[src/rtl/scope_pkg.sv]
// Shared definitions for the counter scanner: FSM state encoding, channel
// count, select width and the select value that reaches channel 0.
package scope_pkg;

   localparam int CH_COUNT = 16;
   localparam int SEL_W = 4;
   localparam logic [SEL_W-1:0] SEL_OF_CH0 = 4'd15;

   typedef enum logic [2:0] {
      ST_IDLE,
      ST_SELECT,
      ST_SAMPLE,
      ST_SEND,
      ST_DONE,
      ST_GAP,
      ST_CSUM
   } state_t;

   // The mux is wired in reverse: channel k sits behind select 15-k.
   function automatic logic [SEL_W-1:0] selOfCh(input logic [SEL_W-1:0] ch);
      return SEL_OF_CH0 - ch;
   endfunction

endpackage

[src/rtl/gap_timer.sv]
// Inter-frame gap timer: loads GAP_CYC, counts down to zero and flags the
// last counted cycle so the scanner can launch the next frame on that edge.
module gap_timer
   import scope_pkg::*;
#(
   parameter int GAP_CYC = 64,
   localparam int CW = $clog2(GAP_CYC + 1)
) (
   input  logic clk,
   input  logic reset,
   input  logic load_i,
   output logic expire_o
);

   logic [CW-1:0] count_q;
   logic [CW-1:0] count_d;

   // Next count: reload on request, otherwise walk down and park at zero.
   always_comb begin
      count_d = count_q;
      if (load_i) begin
         count_d = CW'(GAP_CYC);
      end else if (count_q != '0) begin
         count_d = count_q - CW'(1);
      end
   end

   // Count register.
   always_ff @(posedge clk or posedge reset) begin
      if (reset) begin
         count_q <= '0;
      end else begin
         count_q <= count_d;
      end
   end

   assign expire_o = (count_q == CW'(1));

endmodule

[src/rtl/counter_scanner.sv]
// Counter scanner: walks the 16:1 counter mux, samples each count and ships
// the frame byte-serially over a valid/ready link. Optional feature macro:
// SCAN_CHECKSUM_EN appends a mod-2^W sum of the 16 sampled counts as byte 17.
module counter_scanner
   import scope_pkg::*;
#(
   parameter int W = 8,
   parameter int N_CH = CH_COUNT,
   parameter int GAP_CYC = 64
) (
   input  logic             clk,
   input  logic             reset,
   input  logic             start,
   input  logic             cont,
   input  logic [W-1:0]     counter_mux,
   output logic [SEL_W-1:0] mux_sel,
   output logic [W-1:0]     tx_data,
   output logic             tx_valid,
   input  logic             tx_ready,
   output logic             busy,
   output logic             frame_done
);

   state_t           state_q;
   logic [SEL_W-1:0] chIdx_q;
   logic [SEL_W-1:0] chIdx_d;
   logic [SEL_W-1:0] muxSel_q;
   logic [W-1:0]     txData_q;
   logic             txValid_q;
   logic             busy_q;
   logic             frameDone_q;
`ifdef SCAN_CHECKSUM_EN
   logic [W-1:0]     sum_q;
`endif

   logic lastCh;
   logic handshake;
   logic frameEnd;
   logic launch;
   logic gapExpire;

   assign chIdx_d   = chIdx_q + SEL_W'(1);
   assign lastCh    = (chIdx_q == SEL_W'(N_CH - 1));
   assign handshake = txValid_q & tx_ready;

`ifdef SCAN_CHECKSUM_EN
   assign frameEnd = (state_q == ST_CSUM) & handshake;
`else
   assign frameEnd = (state_q == ST_SEND) & handshake & lastCh;
`endif

   // A frame begins on start from idle, or when the gap runs out in continuous
   // mode; the gap is counted from the DONE cycle so DONE+GAP spans GAP_CYC.
   assign launch = ((state_q == ST_IDLE) & start) |
                   (((state_q == ST_DONE) | (state_q == ST_GAP)) & cont & gapExpire);

   gap_timer #(
      .GAP_CYC (GAP_CYC)
   ) uGapTimer (
      .clk      (clk),
      .reset    (reset),
      .load_i   (frameEnd),
      .expire_o (gapExpire)
   );

   // Scanner FSM with all link and mux outputs registered.
   always_ff @(posedge clk or posedge reset) begin
      if (reset) begin
         state_q     <= ST_IDLE;
         chIdx_q     <= '0;
         muxSel_q    <= SEL_OF_CH0;
         txData_q    <= '0;
         txValid_q   <= 1'b0;
         busy_q      <= 1'b0;
         frameDone_q <= 1'b0;
`ifdef SCAN_CHECKSUM_EN
         sum_q       <= '0;
`endif
      end else begin
         frameDone_q <= 1'b0;
         if (launch) begin
            state_q  <= ST_SELECT;
            chIdx_q  <= '0;
            muxSel_q <= SEL_OF_CH0;
            busy_q   <= 1'b1;
`ifdef SCAN_CHECKSUM_EN
            sum_q    <= '0;
`endif
         end else if (frameEnd) begin
            state_q     <= ST_DONE;
            txValid_q   <= 1'b0;
            busy_q      <= 1'b0;
            frameDone_q <= 1'b1;
            muxSel_q    <= SEL_OF_CH0;
         end else begin
            case (state_q)
               ST_IDLE: begin
                  state_q <= ST_IDLE;
               end
               ST_SELECT: begin
                  state_q <= ST_SAMPLE;
               end
               ST_SAMPLE: begin
                  txData_q  <= counter_mux;
                  txValid_q <= 1'b1;
`ifdef SCAN_CHECKSUM_EN
                  sum_q     <= sum_q + counter_mux;
`endif
                  state_q   <= ST_SEND;
               end
               ST_SEND: begin
                  if (tx_ready) begin
                     if (!lastCh) begin
                        chIdx_q   <= chIdx_d;
                        muxSel_q  <= selOfCh(chIdx_d);
                        txValid_q <= 1'b0;
                        state_q   <= ST_SELECT;
                     end else begin
`ifdef SCAN_CHECKSUM_EN
                        txData_q  <= sum_q;
                        state_q   <= ST_CSUM;
`else
                        state_q   <= ST_DONE;
`endif
                     end
                  end
               end
`ifdef SCAN_CHECKSUM_EN
               ST_CSUM: begin
                  state_q <= ST_CSUM;
               end
`endif
               ST_DONE: begin
                  state_q <= cont ? ST_GAP : ST_IDLE;
               end
               ST_GAP: begin
                  if (!cont) begin
                     state_q <= ST_IDLE;
                  end
               end
               default: begin
                  state_q   <= ST_IDLE;
                  txValid_q <= 1'b0;
                  busy_q    <= 1'b0;
               end
            endcase
         end
      end
   end

   assign mux_sel    = muxSel_q;
   assign tx_data    = txData_q;
   assign tx_valid   = txValid_q;
   assign busy       = busy_q;
   assign frame_done = frameDone_q;

endmodule

[config.mk]
export PLATFORM = sky130hd
export DESIGN_NAME = counter_scanner
export DESIGN_NICKNAME = d
export VERILOG_FILES = /design/src/rtl/scope_pkg.sv /design/src/rtl/gap_timer.sv /design/src/rtl/counter_scanner.sv
export SDC_FILE = /design/constraint.sdc
export NUM_CORES = 1
export LEC_CHECK = 0
export CAP_MARGIN = 5
export CORE_ASPECT_RATIO = 1.4
export CORE_UTILIZATION = 45
export CTS_BUF_LIST = sky130_fd_sc_hd__clkbuf_16
export DETAILED_ROUTE_END_ITERATION = 12
export GPL_TIMING_DRIVEN = 0
export PLACE_DENSITY = 0.72
export SYNTH_ARGS = -nofsm -noshare
export SYNTH_HDL_FRONTEND = slang
export SYNTH_SLANG_ARGS = --single-unit
export TNS_END_PERCENT = 50
[constraint.sdc]
create_clock -name clk -period 2.6 [get_ports clk]
set_clock_uncertainty 0.15 [all_clocks]
set_input_delay 0.52 -clock clk [delete_from_list [all_inputs] [get_ports clk]]
set_output_delay 0.52 -clock clk [all_outputs]
set_load 0.03 [all_outputs]
Yosys cells after proc, flatten, opt, wreduce, memory -nomap -nowiden
Cells that the tools add are included.
Word-level totals
  register bits after elaboration: 29
  bits in writable memories: 0
  latch bits: 0
  bits in read-only memories: 0
  input port bits: 13
  memories: 0
  output and inout bits: 15
Operators by class
  equal/unequal tests: 16
  divide/modulo/power cells: 0
  reduce and logical (&&, ||, !) cells: 14
  add/subtract/negate cells: 3
  mux-type cells: 28
  magnitude comparators: 0
  shift-type cells: 0
  bitwise operators: 10
  $mul: 0
Operator list (count)
  4-bit two-way mux: 10
  3-bit two-way mux: 6
  3-bit one-hot mux with 5 select lines: 1
  7-bit two-way mux: 2
  1-bit two-way mux: 8
  4-bit inequality test (second input constant): 2
  4-bit AND reduction: 2
  7-bit by 1-bit == test with 1-bit output (second input constant): 1
  7-bit nonzero test: 1
  7-bit by 1-bit subtractor with 7-bit output (second input constant): 1
  1-bit bitwise AND: 6
  3-bit by 2-bit == test with 1-bit output (second input constant): 2
  3-bit == test (second input constant): 2
  2-bit by 1-bit inequality test with 1-bit output (second input constant): 3
  3-bit by 1-bit inequality test with 1-bit output (second input constant): 2
  3-bit inequality test (second input constant): 2
  3-bit AND reduction: 2
  2-bit nonzero test: 3
  3-bit nonzero test: 2
  6-bit OR reduction: 1
  4-bit by 1-bit adder with 4-bit output (second input constant): 1
  4-bit == test (second input constant): 1
  4-bit OR reduction: 1
  4-bit subtractor (first input constant): 1
  6 further kinds: 8

Logic depth before layout (Yosys ltp)
  depth after elaboration: 7
  depth in mapped cells: 5

Hierarchy
Synthesis repeated with hierarchy kept, for this count alone.
Second synthesis, totals
  cell total of the unflattened synthesis: 133
  area total of the unflattened synthesis: 1436.4 µm²
By module, submodules not included
  counter_scanner: area each 1046.0 µm², cells an instance 91, times used 1
  gap_timer: area each 390.4 µm², cells an instance 42, times used 1

Least setup slack after synthesis
Ideal clock, no wire load.
  path type: reg-to-reg
  start: register chIdx_q[0]
  end: register uGapTimer.count_q[6]
  data required time: 2328 ps
  buffers on the path: 1
  stages on the path, launching flop included: 6
  data arrival time: 1315 ps
  period minus slack after synthesis: 1587 ps
  setup slack: 1013 ps
  library setup time: 122 ps
  cell sequence: dfrtp_1 ha_1 and3_1 and3_2 buf_6 nand2b_1
On the way
  longest elaborated chain between the ends: 3
  elaborated cells on any way between the ends: 4
  those cells by class: 1 x eq/ne; 1 x mux; 1 x bitwise; 1 x reduce/logical
Ends and longest elaborated chain
  start: declaration: line counter_scanner.sv:25  | logic [SEL_W-1:0] chIdx_q;
  start signal: assignment: line counter_scanner.sv:114  | chIdx_q <= chIdx_d;
  4-bit == test *: line counter_scanner.sv:43  | assign lastCh = (chIdx_q == SEL_W'(N_CH - 1));
  1-bit bitwise AND *: line counter_scanner.sv:49  | assign frameEnd = (state_q == ST_SEND) & handshake & lastCh;
  7-bit two-way mux / 2-bit nonzero test (equally long branches)
  end signal: assignment: line gap_timer.sv:33  | count_q <= count_d;
  end: declaration: line gap_timer.sv:15  | logic [CW-1:0] count_q;
Mark *: on every way between the ends. The rest lies on a longest branch, timed or not.
A chain may end at the register's enable or synchronous reset.

Worst setup path in the final report
  start: register muxSel_q[1] (netlist: mux_sel[1])
  end: output mux_sel[1]
RTL lines
  start: declaration: line counter_scanner.sv:27  | logic [SEL_W-1:0] muxSel_q;
  start signal: assignment: line counter_scanner.sv:115  | muxSel_q <= selOfCh(chIdx_d);
  end: declaration: line counter_scanner.sv:16  | output logic [SEL_W-1:0] mux_sel,
No word-level cell between the ends.

==> impl_results.md <==
- Most frequent cells in the layout: clkdlybuf4s50_1 (27), dfrtp_1 (25), nand2_1 (11), mux2_2 (8), nor2_1 (8)
- Pwr per Cell Area: 1320 nW/µm²
- Post-CTS sizing: 0
- Via count: 1012
- Clock Pin Slew Worst Setup and Hold Paths: 0.05 ns
- WHS: 0.352 ns
- Synth unique cells: 39
- CTS sink count: 29
- Register area: 731 µm²
- # nets final: 167
- WL/cell: 14.4 µm
- Share of the synthesized area in the top cell type: 0.463
- Worst-path cell chain: clkdlybuf4s50_1
- Worst skew pair latency: 0.27 ns
- Worst R2R Start: chIdx_q[0]$_DFFE_PP0P_
- Crit Path Class: flop to primary output
- Final setup viols: 0
- Initial antenna violation count: 0
- Async S/R FF share, synth: 1.00
- Final TNS setup: 0 ns
- Largest net degree at the start of global routing: 30
- Register area share after synthesis: 0.541
- CP Max Fanout: 2
- Synth top area cells: dfrtp_1 (46%), dfstp_2 (7.8%), mux2_2 (6.7%)
- Core Util, Final: 0.634
- RSZ-0062 raised after global routing: false
- CTS Buf Count: 5
- Slew @ Worst Pin: 1.06 ns
- GR Overflow Total: 0
- H-tree depth: 2
- Worst path max stage delay: 0.67 ns
- Setup crit start: mux_sel[1]$_DFFE_PP1P_
- Iteration count of the initial detailed-routing pass: 4
- # IOs: 28
- Worst Path Buf+Inv: 1
- Root Driver: clkbuf_16
- Cell area after synthesis: 1350 µm²
- Starting density of the core: 0.474
- Worst min-delay path category: flop to flop
- Fin cells: 189
- DRT iter0 DRCs: 9
- Critical path data required time: 1.93 ns
- Residual DRC: 0
- Vias/cell: 5.35
- Core ar.: 2850 µm²
- Fillcell total: 216
- DP HPWL: 1830 µm
- HP Start: tx_data[7]$_DFFE_PP0P_
- MaxCap Viol Count: 0
- Placed cells: 181
- Pleak: 0.000765 µW
- Syn-to-layout area delta: 33.6%
- Hold Path Cell Cnt: 1
- Post-route ant nets: 0
- CTS Buffer Depth: 2
- Synth Flop Type: dfrtp_1
- CTS Hold Buffers Added: 0
- Die H: 66.8 µm
- Post-synth top area cell: dfrtp_1
- #FFs+latches synth: 29
- Slew Viols, Final: 0
- Worst Reg-to-Reg Cells: 5
- Critical path's top delay family: buffers and inverters
- Vias in the first global route: 1029
- Worst R2R Setup Slack: 0.82 ns
- Critical path startpoint category: flop
- First-pass GRT wire length: 4550 µm
- Die Span X: 48.3 µm
- Fin crit period: 2.13 ns
- Min-Delay Endpoint: tx_data[7]$_DFFE_PP0P_
- Area of the multi-input gates: 582 µm²
- Cells after Synth: 117
- Postcts setup bufs: 0
- Layout cells sized above 1: 0.184
- Full die area: 3230 µm²
- Post-Syn Nets: 133
- Worst vdd ir: 0.882 mV
- CTS tree: done
- Critical R2R Capture: mux_sel[2]$_DFFE_PP1P_
- GRT Total Usage: 0.188
- Most common cell after layout, fill and taps aside: clkdlybuf4s50_1
- Crit end category: primary output
- Worst path arrival time: 1.46 ns
- FMAX: 470 MHz
- EDFF count, synth: 0
- GPL Wtd Cong: 0.747
- Crit path max-delay cell type: clkdlybuf4s50_1
- Status: finished, final reports clean
- YS warnings: 0
- Slew headroom: 0.290
- Routed WL: 2720 µm
- Num rows: 23
- N_diodes: 0
- Avg Synthesized Cell Area: 11.5 µm²
- Final Cycle Share: 0.819
- Final hold vios: 0
- Buffers on Ports: 27
==> routing by layer <==
layer / part of all wire / global-route usage / vias up / routed length, µm
met4: 0.015 / 0.0956 / 0 / 40
met1: 0.42 / 0.196 / 496 / 1150
li1: - / - / 493 / -
met5: 0 / 0 / - / 0
met3: 0.023 / 0.0411 / 4 / 62
met2: 0.54 / 0.352 / 19 / 1460
==> layout make-up <==
type | count | area share
Buffer | 2 | 0.00901
Clock buffer | 5 | 0.0693
Clock inverter | 3 | 0.00693
Inverter | 6 | 0.0125
Multi-Input combinational cell | 80 | 0.322
Sequential cell | 29 | 0.405
Tap cell | 37 | 0.0256
Timing Repair Buffer | 27 | 0.150
==> worst max path at each step <==
stage	to	slack [ns]	depth (start not counted)
3_3_place_gp	mux_sel[2]$_DFFE_PP1P_	0.37	6
3_5_place_dp	mux_sel[2]$_DFFE_PP1P_	0.35	6
5_1_grt	mux_sel[2]	0.44	1
6_report	mux_sel[1]	0.47	1
2_1_floorplan	uGapTimer.count_q[6]$_DFFE_PP0P_	1.01	5
4_1_cts	mux_sel[2]	0.46	1
==> worst reg2reg max path, stage by stage, from the launching register on <==
cell,delay [ns]
dfrtp_1,0.42
ha_1,0.28
and3_1,0.25
a21boi_2,0.27
mux2i_1,0.22
nand2_1,0.08
==> sequential cells by signal, summed over array words and instances (netlist names) <==
register           flops
busy                   1
tx_data                8
chIdx_q                4
uGapTimer.count_q      7
frame_done             1
mux_sel                4
tx_valid               1
state_q                3
==> through the flow <==
stage               setup WS (ns)  instance area, µm²  total power, µW
floorplan                    1.01                1350             1520
global placement            0.374                1670             1820
detailed placement          0.349                1670             1860
CTS                         0.460                1810             2400
global route                0.436                1810             2530
finish                      0.472                1810             2380
==> synthesized netlist by cell type, types with 2 or more instances <==
cell type and n:
dfstp_2 4, nor3_1 2, mux2_2 8, dfrtp_1 25
a31oi_1 3, and4b_1 2, nand3_1 3, a21oi_1 5
o22ai_1 2, ha_1 3, inv_1 5, xnor2_1 6
nand2_1 11, o21ai_0 4, and3_1 3, nor2_1 8
==> cell families (layout without fill, tap and decap cells) <==
| group | Yosys count | after routing | share of synthesized area |
|---|---|---|---|
| XOR/XNOR | 7 | 7 | 0.0454 |
| adder cells (fa/ha/maj) | 3 | 3 | 0.0278 |
| buffers and inverters | 8 | 43 | 0.0287 |
| AND/OR/NAND/NOR | 38 | 38 | 0.152 |
| AO/OA/AOI/OAI | 23 | 23 | 0.131 |
| flip-flops | 29 | 29 | 0.541 |
| multiplexers | 9 | 9 | 0.0741 |
==> where the power goes <==
part / switching [µW] / internal, µW / leakage [µW]
Clock: 182 / 344 / 0.0000687
Sequential: 175 / 673 / 0.000338
Combinational: 538 / 472 / 0.000359
Total: 895 / 1490 / 0.000765
Note: power is estimated with default switching activity, not from simulation.
